==> src/rtl/axi_sram_slave.sv <==
// AXI4 slave that serves one INCR burst at a time from a single-port word SRAM.
// Reads take one SRAM request cycle plus one data cycle per beat; writes hit the SRAM in the W handshake cycle.
module axi_sram_slave #(
    parameter int ID_BITS   = 8,
    parameter int ADDR_BITS = 32,
    parameter int DATA_BITS = 32,
    parameter int LEN_BITS  = 4,
    parameter int MEM_AW    = 14
) (
    input  logic                   SRAM_CLK_i,
    input  logic                   SRAM_RST_i,
    input  logic [ID_BITS-1:0]     ARID_i,
    input  logic [ADDR_BITS-1:0]   ARADDR_i,
    input  logic [LEN_BITS-1:0]    ARLEN_i,
    input  logic [2:0]             ARSIZE_i,
    input  logic [1:0]             ARBURST_i,
    input  logic                   ARVALID_i,
    output logic                   ARREADY_o,
    output logic [ID_BITS-1:0]     RID_o,
    output logic [DATA_BITS-1:0]   RDATA_o,
    output logic [1:0]             RRESP_o,
    output logic                   RLAST_o,
    output logic                   RVALID_o,
    input  logic                   RREADY_i,
    input  logic [ID_BITS-1:0]     AWID_i,
    input  logic [ADDR_BITS-1:0]   AWADDR_i,
    input  logic [LEN_BITS-1:0]    AWLEN_i,
    input  logic [2:0]             AWSIZE_i,
    input  logic [1:0]             AWBURST_i,
    input  logic                   AWVALID_i,
    output logic                   AWREADY_o,
    input  logic [DATA_BITS-1:0]   WDATA_i,
    input  logic [DATA_BITS/8-1:0] WSTRB_i,
    input  logic                   WLAST_i,
    input  logic                   WVALID_i,
    output logic                   WREADY_o,
    output logic [ID_BITS-1:0]     BID_o,
    output logic [1:0]             BRESP_o,
    output logic                   BVALID_o,
    input  logic                   BREADY_i,
    output logic                   MEM_CS_o,
    output logic [DATA_BITS/8-1:0] MEM_WEB_o,
    output logic [MEM_AW-1:0]      MEM_A_o,
    output logic [DATA_BITS-1:0]   MEM_DI_o,
    input  logic [DATA_BITS-1:0]   MEM_DO_i
);

    localparam int STRB_BITS = DATA_BITS / 8;

    typedef enum logic [2:0] {
        IDLE    = 3'd0,
        RD_REQ  = 3'd1,
        RD_DATA = 3'd2,
        WR_DATA = 3'd3,
        WR_RESP = 3'd4
    } state_t;

    state_t              state_r;
    logic [ID_BITS-1:0]  id_r;
    logic [MEM_AW-1:0]   addr_r;
    logic [LEN_BITS-1:0] len_r;
    logic [LEN_BITS-1:0] cnt_r;
    logic                rd_prio_r;
    logic                err_r;
    logic                rvalid_r;
    logic                rlast_r;
    logic                rd_cs_r;
    logic                wready_r;
    logic                bvalid_r;
    logic [1:0]          bresp_r;

    logic                arready_s;
    logic                awready_s;
    logic                ar_hs_s;
    logic                aw_hs_s;
    logic                w_hs_s;
    logic                last_beat_s;
    logic                err_next_s;

    // Size, burst type, byte offset and upper address bits carry no meaning for a word-INCR SRAM.
    logic unused_inputs_s;
    assign unused_inputs_s = ^{ARSIZE_i, ARBURST_i, AWSIZE_i, AWBURST_i,
                               ARADDR_i[ADDR_BITS-1:MEM_AW+2], ARADDR_i[1:0],
                               AWADDR_i[ADDR_BITS-1:MEM_AW+2], AWADDR_i[1:0]};

    function automatic logic [MEM_AW-1:0] next_addr(input logic [MEM_AW-1:0] a);
        return a + {{(MEM_AW-1){1'b0}}, 1'b1};
    endfunction

    function automatic logic [LEN_BITS-1:0] next_cnt(input logic [LEN_BITS-1:0] c);
        return c + {{(LEN_BITS-1){1'b0}}, 1'b1};
    endfunction

    // A write beat is malformed when its WLAST disagrees with the beat position.
    function automatic logic wlast_mismatch(input logic last_beat, input logic wlast);
        return last_beat ^ wlast;
    endfunction

    // Address-channel arbitration and write-beat handshake decode.
    always_comb begin
        arready_s = 1'b0;
        awready_s = 1'b0;
        if (SRAM_RST_i && (state_r == IDLE)) begin
            arready_s = ARVALID_i & (~AWVALID_i | rd_prio_r);
            awready_s = AWVALID_i & (~ARVALID_i | ~rd_prio_r);
        end else begin
            arready_s = 1'b0;
            awready_s = 1'b0;
        end
        ar_hs_s     = ARVALID_i & arready_s;
        aw_hs_s     = AWVALID_i & awready_s;
        w_hs_s      = wready_r & WVALID_i;
        last_beat_s = (cnt_r == len_r);
        err_next_s  = err_r | wlast_mismatch(last_beat_s, WLAST_i);
    end

    // Burst sequencer: one read or write burst in flight at a time.
    always_ff @(posedge SRAM_CLK_i) begin
        if (!SRAM_RST_i) begin
            state_r   <= IDLE;
            id_r      <= {ID_BITS{1'b0}};
            addr_r    <= {MEM_AW{1'b0}};
            len_r     <= {LEN_BITS{1'b0}};
            cnt_r     <= {LEN_BITS{1'b0}};
            rd_prio_r <= 1'b1;
            err_r     <= 1'b0;
            rvalid_r  <= 1'b0;
            rlast_r   <= 1'b0;
            rd_cs_r   <= 1'b0;
            wready_r  <= 1'b0;
            bvalid_r  <= 1'b0;
            bresp_r   <= 2'b00;
        end else begin
            case (state_r)
                IDLE: begin
                    if (ARVALID_i && AWVALID_i) begin
                        rd_prio_r <= ~rd_prio_r;
                    end else begin
                        rd_prio_r <= rd_prio_r;
                    end
                    if (ar_hs_s) begin
                        id_r    <= ARID_i;
                        addr_r  <= ARADDR_i[MEM_AW+1:2];
                        len_r   <= ARLEN_i;
                        cnt_r   <= {LEN_BITS{1'b0}};
                        rd_cs_r <= 1'b1;
                        state_r <= RD_REQ;
                    end else if (aw_hs_s) begin
                        id_r     <= AWID_i;
                        addr_r   <= AWADDR_i[MEM_AW+1:2];
                        len_r    <= AWLEN_i;
                        cnt_r    <= {LEN_BITS{1'b0}};
                        err_r    <= 1'b0;
                        wready_r <= 1'b1;
                        state_r  <= WR_DATA;
                    end else begin
                        state_r <= IDLE;
                    end
                end
                RD_REQ: begin
                    rd_cs_r  <= 1'b0;
                    rvalid_r <= 1'b1;
                    rlast_r  <= last_beat_s;
                    state_r  <= RD_DATA;
                end
                RD_DATA: begin
                    if (RREADY_i) begin
                        rvalid_r <= 1'b0;
                        rlast_r  <= 1'b0;
                        if (rlast_r) begin
                            state_r <= IDLE;
                        end else begin
                            addr_r  <= next_addr(addr_r);
                            cnt_r   <= next_cnt(cnt_r);
                            rd_cs_r <= 1'b1;
                            state_r <= RD_REQ;
                        end
                    end else begin
                        state_r <= RD_DATA;
                    end
                end
                WR_DATA: begin
                    if (w_hs_s) begin
                        addr_r <= next_addr(addr_r);
                        cnt_r  <= next_cnt(cnt_r);
                        err_r  <= err_next_s;
                        if (last_beat_s) begin
                            wready_r <= 1'b0;
                            bvalid_r <= 1'b1;
                            bresp_r  <= err_next_s ? 2'b10 : 2'b00;
                            state_r  <= WR_RESP;
                        end else begin
                            state_r <= WR_DATA;
                        end
                    end else begin
                        state_r <= WR_DATA;
                    end
                end
                WR_RESP: begin
                    if (BREADY_i) begin
                        bvalid_r <= 1'b0;
                        bresp_r  <= 2'b00;
                        state_r  <= IDLE;
                    end else begin
                        state_r <= WR_RESP;
                    end
                end
                default: begin
                    rvalid_r <= 1'b0;
                    rlast_r  <= 1'b0;
                    rd_cs_r  <= 1'b0;
                    wready_r <= 1'b0;
                    bvalid_r <= 1'b0;
                    state_r  <= IDLE;
                end
            endcase
        end
    end

    // Channel outputs; RDATA is a pass-through because the macro holds DO until its next access.
    always_comb begin
        ARREADY_o = arready_s;
        AWREADY_o = awready_s;
        WREADY_o  = wready_r;
        RVALID_o  = rvalid_r;
        RLAST_o   = rlast_r;
        RRESP_o   = 2'b00;
        BVALID_o  = bvalid_r;
        BRESP_o   = bresp_r;
        if (rvalid_r) begin
            RID_o   = id_r;
            RDATA_o = MEM_DO_i;
        end else begin
            RID_o   = {ID_BITS{1'b0}};
            RDATA_o = {DATA_BITS{1'b0}};
        end
        if (bvalid_r) begin
            BID_o = id_r;
        end else begin
            BID_o = {ID_BITS{1'b0}};
        end
    end

    // SRAM port: read request cycle or same-cycle write of an accepted W beat.
    always_comb begin
        MEM_CS_o  = 1'b0;
        MEM_WEB_o = {STRB_BITS{1'b0}};
        MEM_A_o   = {MEM_AW{1'b0}};
        MEM_DI_o  = {DATA_BITS{1'b0}};
        if (rd_cs_r) begin
            MEM_CS_o = 1'b1;
            MEM_A_o  = addr_r;
        end else if (w_hs_s) begin
            MEM_CS_o  = 1'b1;
            MEM_WEB_o = WSTRB_i;
            MEM_A_o   = addr_r;
            MEM_DI_o  = WDATA_i;
        end else begin
            MEM_CS_o = 1'b0;
        end
    end

endmodule
==> config.mk <==
export PLATFORM = sky130hd
export DESIGN_NAME = axi_sram_slave
export DESIGN_NICKNAME = d
export VERILOG_FILES = /design/src/rtl/axi_sram_slave.sv
export SDC_FILE = /design/constraint.sdc
export NUM_CORES = 1
export LEC_CHECK = 0
export ABC_CLOCK_PERIOD_IN_PS = 1400
export BUFFER_PORTS_ARGS = -buffer_cell sky130_fd_sc_hd__buf_2
export CAP_MARGIN = 20
export CORE_AREA = 3 3 109 111
export DETAILED_ROUTE_END_ITERATION = 10
export DIE_AREA = 0 0 112 114
export PLACE_DENSITY = 0.72
export SETUP_SLACK_MARGIN = 0.3
export SYNTH_ARGS = -nofsm -noshare
export SYNTH_HDL_FRONTEND = slang
export SYNTH_SLANG_ARGS = --single-unit
==> constraint.sdc <==
create_clock -name SRAM_CLK_i -period 1.4 [get_ports SRAM_CLK_i]
set_input_delay 0.14 -clock SRAM_CLK_i [delete_from_list [all_inputs] [get_ports SRAM_CLK_i]]
set_output_delay 0.14 -clock SRAM_CLK_i [all_outputs]
set_load 0.02 [all_outputs]
==> qor.csv, run 1 <==
metric,value,unit
violations,negative setup slack,
period_needed,1.71,ns
crit_end,MEM_DI_o[30],
synthesis.area,2950,um2
globalplace.congestion,0.881,
power.total,5.27,mW
dr.first_iter.drc_count,298,
cts_made_buffers,5,
route.top_layer_used,met5,
setup_violations,91,
grt_max_degree,37,
ys.flop_type,dfxtp_1,
final_max_slew_viol_count,0,
drc,0,
status,"finished, violations left",
hp-start,AWLEN_i[3],
p_per_area,757,nW/um2
area_delta_synth_final,136,%
seq_area_frac_synth,27.8,%
clkSinkCount,41,
max_freq,584,MHz
async_flop_share,0,%
met1Wirelength,5.88,mm
peakVddDrop,0.402,mV
crit_arrival,1.57,ns
pre_cts_ws,-0.307,ns
synth_edf_count,0,
clkTransAtPathRegs,0.09,ns
fin_nets,881,
crit_type,flip-flop to output pin,
core_area,10900,um2
num_vias,4302,
cts_max_path_buffers,2,
hold_viol,0,
wl_per_cell,19.0,um
rsz0062_at_grt,true,
wl_met3,1.18,mm
drt-total-wl,16.1,mm
ys_ff_latch,41,
die_h,114,um
grt_pass1_wl,22.5,mm
worstHoldPathType,primary input to flip-flop,
rows,38,
dp.final_hpwl,10.2,mm
antenna_found_initial,6,
r2r_end,addr_r[8],
synth_cells,395,
r2r.worst_path.cells,7,
stdcell_area,6960,um2
clkLatencyLatePin,0.30,ns
wl_met2,8.51,mm
crit_fanout,36,
syn_area_per_cell,7.47,um2
grt.total_usage,21.9,%
portBuffers,233,
die_w,112,um
yosysWarnings,0,
place_area,4840,um2
end_kind,output pin,
startpoint,WREADY_o,
finClkSkew,0.00806,ns
synth_cell_types,55,
io_pins,283,
tns,-20.76,ns
start_util,27.1,%
tritoncts,done,
firstDrtPassIters,5,
ant_nets,0,
overflow,0,
post_drt_via_cell_ratio,5.08,
reg2reg_slack,-0.29,ns
start_kind,flip-flop,
reg2reg_from,state_r[2],
die-area,12800,um2
drv_cap,0,
drive_gt1_share,76.1,%
root_buffer,clkbuf_8,
p_leak,3.24,nW
required,1.26,ns
first_global_vias,4259,
period_share,122,%
h-tree-depth,2,
nFillCells,820,
finalWorstSetupSlack,-0.313,ns
## area by class of cell
cell class	instances	area (um2)	area share, %
inverter	6	40.0	0.575
multi-input combinational	319	2740	39.4
antenna	1	2.50	0.0359
tap	140	175	2.52
sequential	41	855	12.3
clock inverter	2	37.5	0.539
clock buffer	6	82.6	1.19
timing repair buffer	332	3030	43.5
## worst max-delay path, cell delays in order, from the launching register on
cell	delay [ns]
dfxtp_4	0.36
buf_6	0.08
and2_4	0.16
nor2b_4	0.17
buf_12	0.19
and2_4	0.16
buf_4	0.13
## stage by stage
step	utilization (%)	std cells	hold WS, ns
floorplan	-	397	0.307
global placement	44.5	796	0.390
detailed placement	44.5	796	0.403
CTS	58.2	836	0.0907
global route	63.9	847	0.109
finish	63.9	847	0.0929
## registers in the layout, summed over array words and instances (netlist names)
signal     flops
WREADY_o       1
rd_prio_r      1
RVALID_o       1
id_r           8
addr_r        14
cnt_r          4
BRESP_o        1
state_r        3
BVALID_o       1
RLAST_o        1
rd_cs_r        1
len_r          4
err_r          1
## cells in the final DEF, fill, tap and decap left out, types with 5 or more instances in the layout
cell / Yosys / routed
nand3_1: 13 / 7
nor2_1: 25 / 19
nand2_4: 0 / 6
dfxtp_1: 41 / 26
buf_2: 7 / 128
o21ai_0: 26 / 19
o22ai_2: 0 / 9
buf_4: 3 / 54
buf_6: 3 / 122
and2_4: 0 / 86
nand3_2: 0 / 5
a21oi_2: 0 / 6
dfxtp_2: 0 / 9
buf_16: 0 / 9
and3_1: 7 / 5
nand2_1: 30 / 21
dfxtp_4: 0 / 6
clkbuf_8: 0 / 6
nor2_4: 0 / 7
o22ai_4: 0 / 5
nor2b_4: 0 / 14
buf_12: 0 / 13
o21ai_1: 4 / 8
a21oi_1: 17 / 11
buf_8: 0 / 5
## how the worst min path moves through the flow
stage	slack, ns	endpoint	cells past startpoint
2_1_floorplan	0.31	id_r[0]	2
4_1_cts	0.09	id_r[5]	3
5_1_grt	0.11	id_r[2]	3
3_3_place_gp	0.39	id_r[4]	3
6_report	0.09	len_r[3]	3
3_5_place_dp	0.40	id_r[5]	3
## power breakdown
group | total (mW) | switching (mW) | internal (mW)
Sequential | 1.41 | 0.129 | 1.28
Combinational | 2.82 | 1.24 | 1.58
Clock | 1.04 | 0.460 | 0.581
## routing by layer
metal / vias up / global-route usage [%]
li1: 1984 / -
met1: 2053 / 23.9
met2: 219 / 41.1
met3: 40 / 5.78
met4: 6 / 7.29
met5: - / 0
## synthesized netlist by cell type, types with 4 or more instances
library cell  count  share of area [%]
o21ai_1           4               0.68
a21oi_1          17                2.9
and2_1           87                 18
nand2b_1          6                1.3
xor2_1            7                2.1
nor2_1           25                3.2
inv_1             5               0.64
nor2b_1          18                3.8
nand4_1           4               0.85
nand2_1          30                3.8
and3_1            7                1.5
dfxtp_1          41                 28
o22ai_1          15                3.2
o21a_1            4                1.0
buf_2             7                1.2
clkbuf_1         18                2.3
nand3_1          13                2.2
o21ai_0          26                4.4
## cell families (layout without fill, tap and decap cells)
family                   Yosys count  after routing  share of synthesized area, %
AND/OR/NAND/NOR                  206            206                          40.1
XOR/XNOR                           9              9                          2.67
flip-flops                        41             41                          27.8
multiplexers                       1              1                         0.339
other                              1              4                         0.127
AO/OA/AOI/OAI                     98             98                          21.9
adder cells (fa/ha/maj)            2              2                         0.848
buffers and inverters             37            346                          6.19
## timing repair
item	in CTS	in global routing
hold buffers	0	0
buffers inserted	23	9
endpoints found under the setup margin	144	146
pin swaps	53	43
gates cloned	9	1
gates resized for setup	288	130
(Power assumes the default switching activity.)
==> inputs of run 2 (changes only) <==
==> config.mk (replaced) <==
export PLATFORM = sky130hd
export DESIGN_NAME = axi_sram_slave
export DESIGN_NICKNAME = d
export VERILOG_FILES = /design/src/rtl/axi_sram_slave.sv
export SDC_FILE = /design/constraint.sdc
export NUM_CORES = 1
export LEC_CHECK = 0
export ABC_CLOCK_PERIOD_IN_PS = 1900
export BUFFER_PORTS_ARGS = -buffer_cell sky130_fd_sc_hd__buf_2
export CAP_MARGIN = 20
export CORE_AREA = 3 3 108 110
export DETAILED_ROUTE_END_ITERATION = 10
export DIE_AREA = 0 0 111 113
export PLACE_DENSITY = 0.71
export SETUP_SLACK_MARGIN = 0.3
export SYNTH_ARGS = -nofsm -noshare
export SYNTH_HDL_FRONTEND = slang
export SYNTH_SLANG_ARGS = --single-unit
==> constraint.sdc (replaced) <==
create_clock -name SRAM_CLK_i -period 1.9 [get_ports SRAM_CLK_i]
set_input_delay 0.19 -clock SRAM_CLK_i [delete_from_list [all_inputs] [get_ports SRAM_CLK_i]]
set_output_delay 0.19 -clock SRAM_CLK_i [all_outputs]
set_load 0.02 [all_outputs]
==> qor.csv, run 2 (synthesis results as in run 1) <==
metric,value,unit,change
status,"finished, final reports clean",,
largest_reg_flops,14,,unchanged
post_drt_via_cell_ratio,4.76,,-6.3%
hold_viol,0,,unchanged
antenna_found_initial,0,,-6
drt-total-wl,11.4,mm,-29%
period_needed,1.66,ns,
num_vias,3804,,-12%
grt_max_degree,33,,-11%
finalWorstSetupSlack,0.236,ns,+0.549 ns
p_leak,2.60,nW,-20%
die_h,113,um,-0.88%
period_share,87.6,%,
firstDrtPassIters,4,,-1
hp-start,AWID_i[7],,
root_buffer,clkbuf_8,,
reg_top3,"addr_r: 14 flops, id_r: 8 flops",,
rows,38,,unchanged
globalplace.congestion,0.855,,-3.0%
drc,0,,unchanged
max_freq,601,MHz,
r2r.worst_path.cells,5,,-2
finClkSkew,0.00598,ns,-0.00207 ns
crit_arrival,1.47,ns,-0.10 ns
peakVddDrop,0.274,mV,-32%
fin_nets,832,,-5.6%
portBuffers,233,,unchanged
setup_violations,0,,-100%
drive_gt1_share,54.9,%,-21 points
start_kind,flip-flop,,
holdWs,0.120,ns,+0.0271 ns
reg2reg_slack,0.26,ns,+0.55 ns
die_w,111,um,-0.89%
pre_cts_ws,0.124,ns,+0.431 ns
required,1.71,ns,+0.45 ns
largest-register,addr_r,,
dr.first_iter.drc_count,137,,-54%
final_max_slew_viol_count,0,,unchanged
place_area,4360,um2,-9.9%
cts_max_path_buffers,2,,unchanged
overflow,0,,unchanged
die-area,12500,um2,-1.8%
relSlewSlack,65.2,%,
cts_made_buffers,5,,unchanged
worstHoldPathType,primary input to flip-flop,,
tightest_slew,0.518,ns,
h-tree-depth,2,,unchanged
clkTransAtPathRegs,0.09,ns,about the same
dp.final_hpwl,8.46,mm,-17%
finalCoreUtilization,48.0,%,-16 points
final_common_cell,buf_2,,
crit_type,flip-flop to output pin,,
io_pins,283,,unchanged
wl_per_cell,14.3,um,-25%
grt.total_usage,17.0,%,-4.9 points
area_delta_synth_final,75.6,%,
clkLatencyLatePin,0.30,ns,about the same
rsz0062_at_grt,true,,
ant_nets,0,,unchanged
hold_path_depth,3,,unchanged
grt_pass1_wl,17.8,mm,-21%
mostFrequentLayoutCells,"195 x buf_2, 56 x and2_1, 46 x buf_6, 34 x buf_4, 31 x and2_4",,
drv_cap,0,,unchanged
r2r_end,addr_r[13],,
first_global_vias,3746,,-12%
core_area,10800,um2,-0.87%
nFillCells,1045,,+27%
reg2reg_from,state_r[1],,
whs_endpoint,id_r[7],,
end_kind,output pin,,
tritoncts,done,,
stdcell_area,5180,um2,-26%
p_per_area,567,nW/um2,-25%
start_util,27.3,%,+0.24 points
tns,0,ns,+20.76 ns
clkSinkCount,41,,unchanged
crit_fanout,8,,-78%
==> run 2: cell count changes in the layout (fill, tap and decap cells not counted), sizes merged <==
| cell | delta |
|---|---|
| clkinv | +1 |
| diode | +1 |
| buf | -49 |
| clkbuf | -1 |
==> run 2: cell type report <==
| cell class | count | area [um2] | share of cell area [%] |
|---|---|---|---|
| Tap cell | 140 | 175 | 3.38 |
| Antenna cell | 2 | 5.00 | 0.0966 |
| Timing Repair Buffer | 283 | 1900 | 36.6 |
| Clock inverter | 3 | 46.3 | 0.893 |
| Multi-Input combinational cell | 319 | 2110 | 40.7 |
| Clock buffer | 5 | 68.8 | 1.33 |
| Sequential cell | 41 | 851 | 16.4 |
| Inverter | 6 | 27.5 | 0.531 |
==> run 2: how the worst max path moves through the flow <==
stage | from | end | slack (ns) | cells after the start
6_report | WREADY_o | MEM_DI_o[25] | 0.24 | 6
5_1_grt | state_r[0] | addr_r[13] | 0.16 | 5
4_1_cts | WREADY_o | MEM_DI_o[18] | 0.23 | 6
3_5_place_dp | state_r[0] | addr_r[13] | 0.12 | 5
3_3_place_gp | state_r[0] | addr_r[13] | 0.15 | 5
2_1_floorplan | state_r[1] | addr_r[0] | 0.30 | 8
==> run 2: metrics by stage <==
step,power (mW),std cells
floorplan,1.66,397
global placement,2.05,763
detailed placement,2.07,763
CTS,2.90,791
global route,3.11,797
finish,2.94,799
==> run 2: repair_timing <==
action                                 CTS  global route
endpoints found under the hold margin    0             0
resized for setup                      123            49
gates cloned                             6             1
setup buffers                           14             5
pin swaps                               15            12
hold buffers                             0             0
setup endpoints to repair               70            69
==> run 2: worst max-delay path, cell delays in order (launching register included) <==
cell,delay [ns]
dfxtp_2,0.34
and2_4,0.15
nor2b_4,0.15
buf_12,0.14
buf_4,0.13
and2_1,0.14
buf_6,0.12
==> run 2: power breakdown <==
group	total [mW]	internal (mW)	switching [mW]
logic	1.17	0.577	0.590
clock network	0.725	0.393	0.332
registers	1.04	0.946	0.0972
==> run 2: routing by layer <==
metal | vias up | routed length [um] | track usage, %
met4 | 0 | 238 | 5.01
met5 | - | 0 | 0
met2 | 173 | 5980 | 33.0
met3 | 18 | 872 | 3.42
li1 | 1889 | - | -
met1 | 1724 | 4310 | 18.6
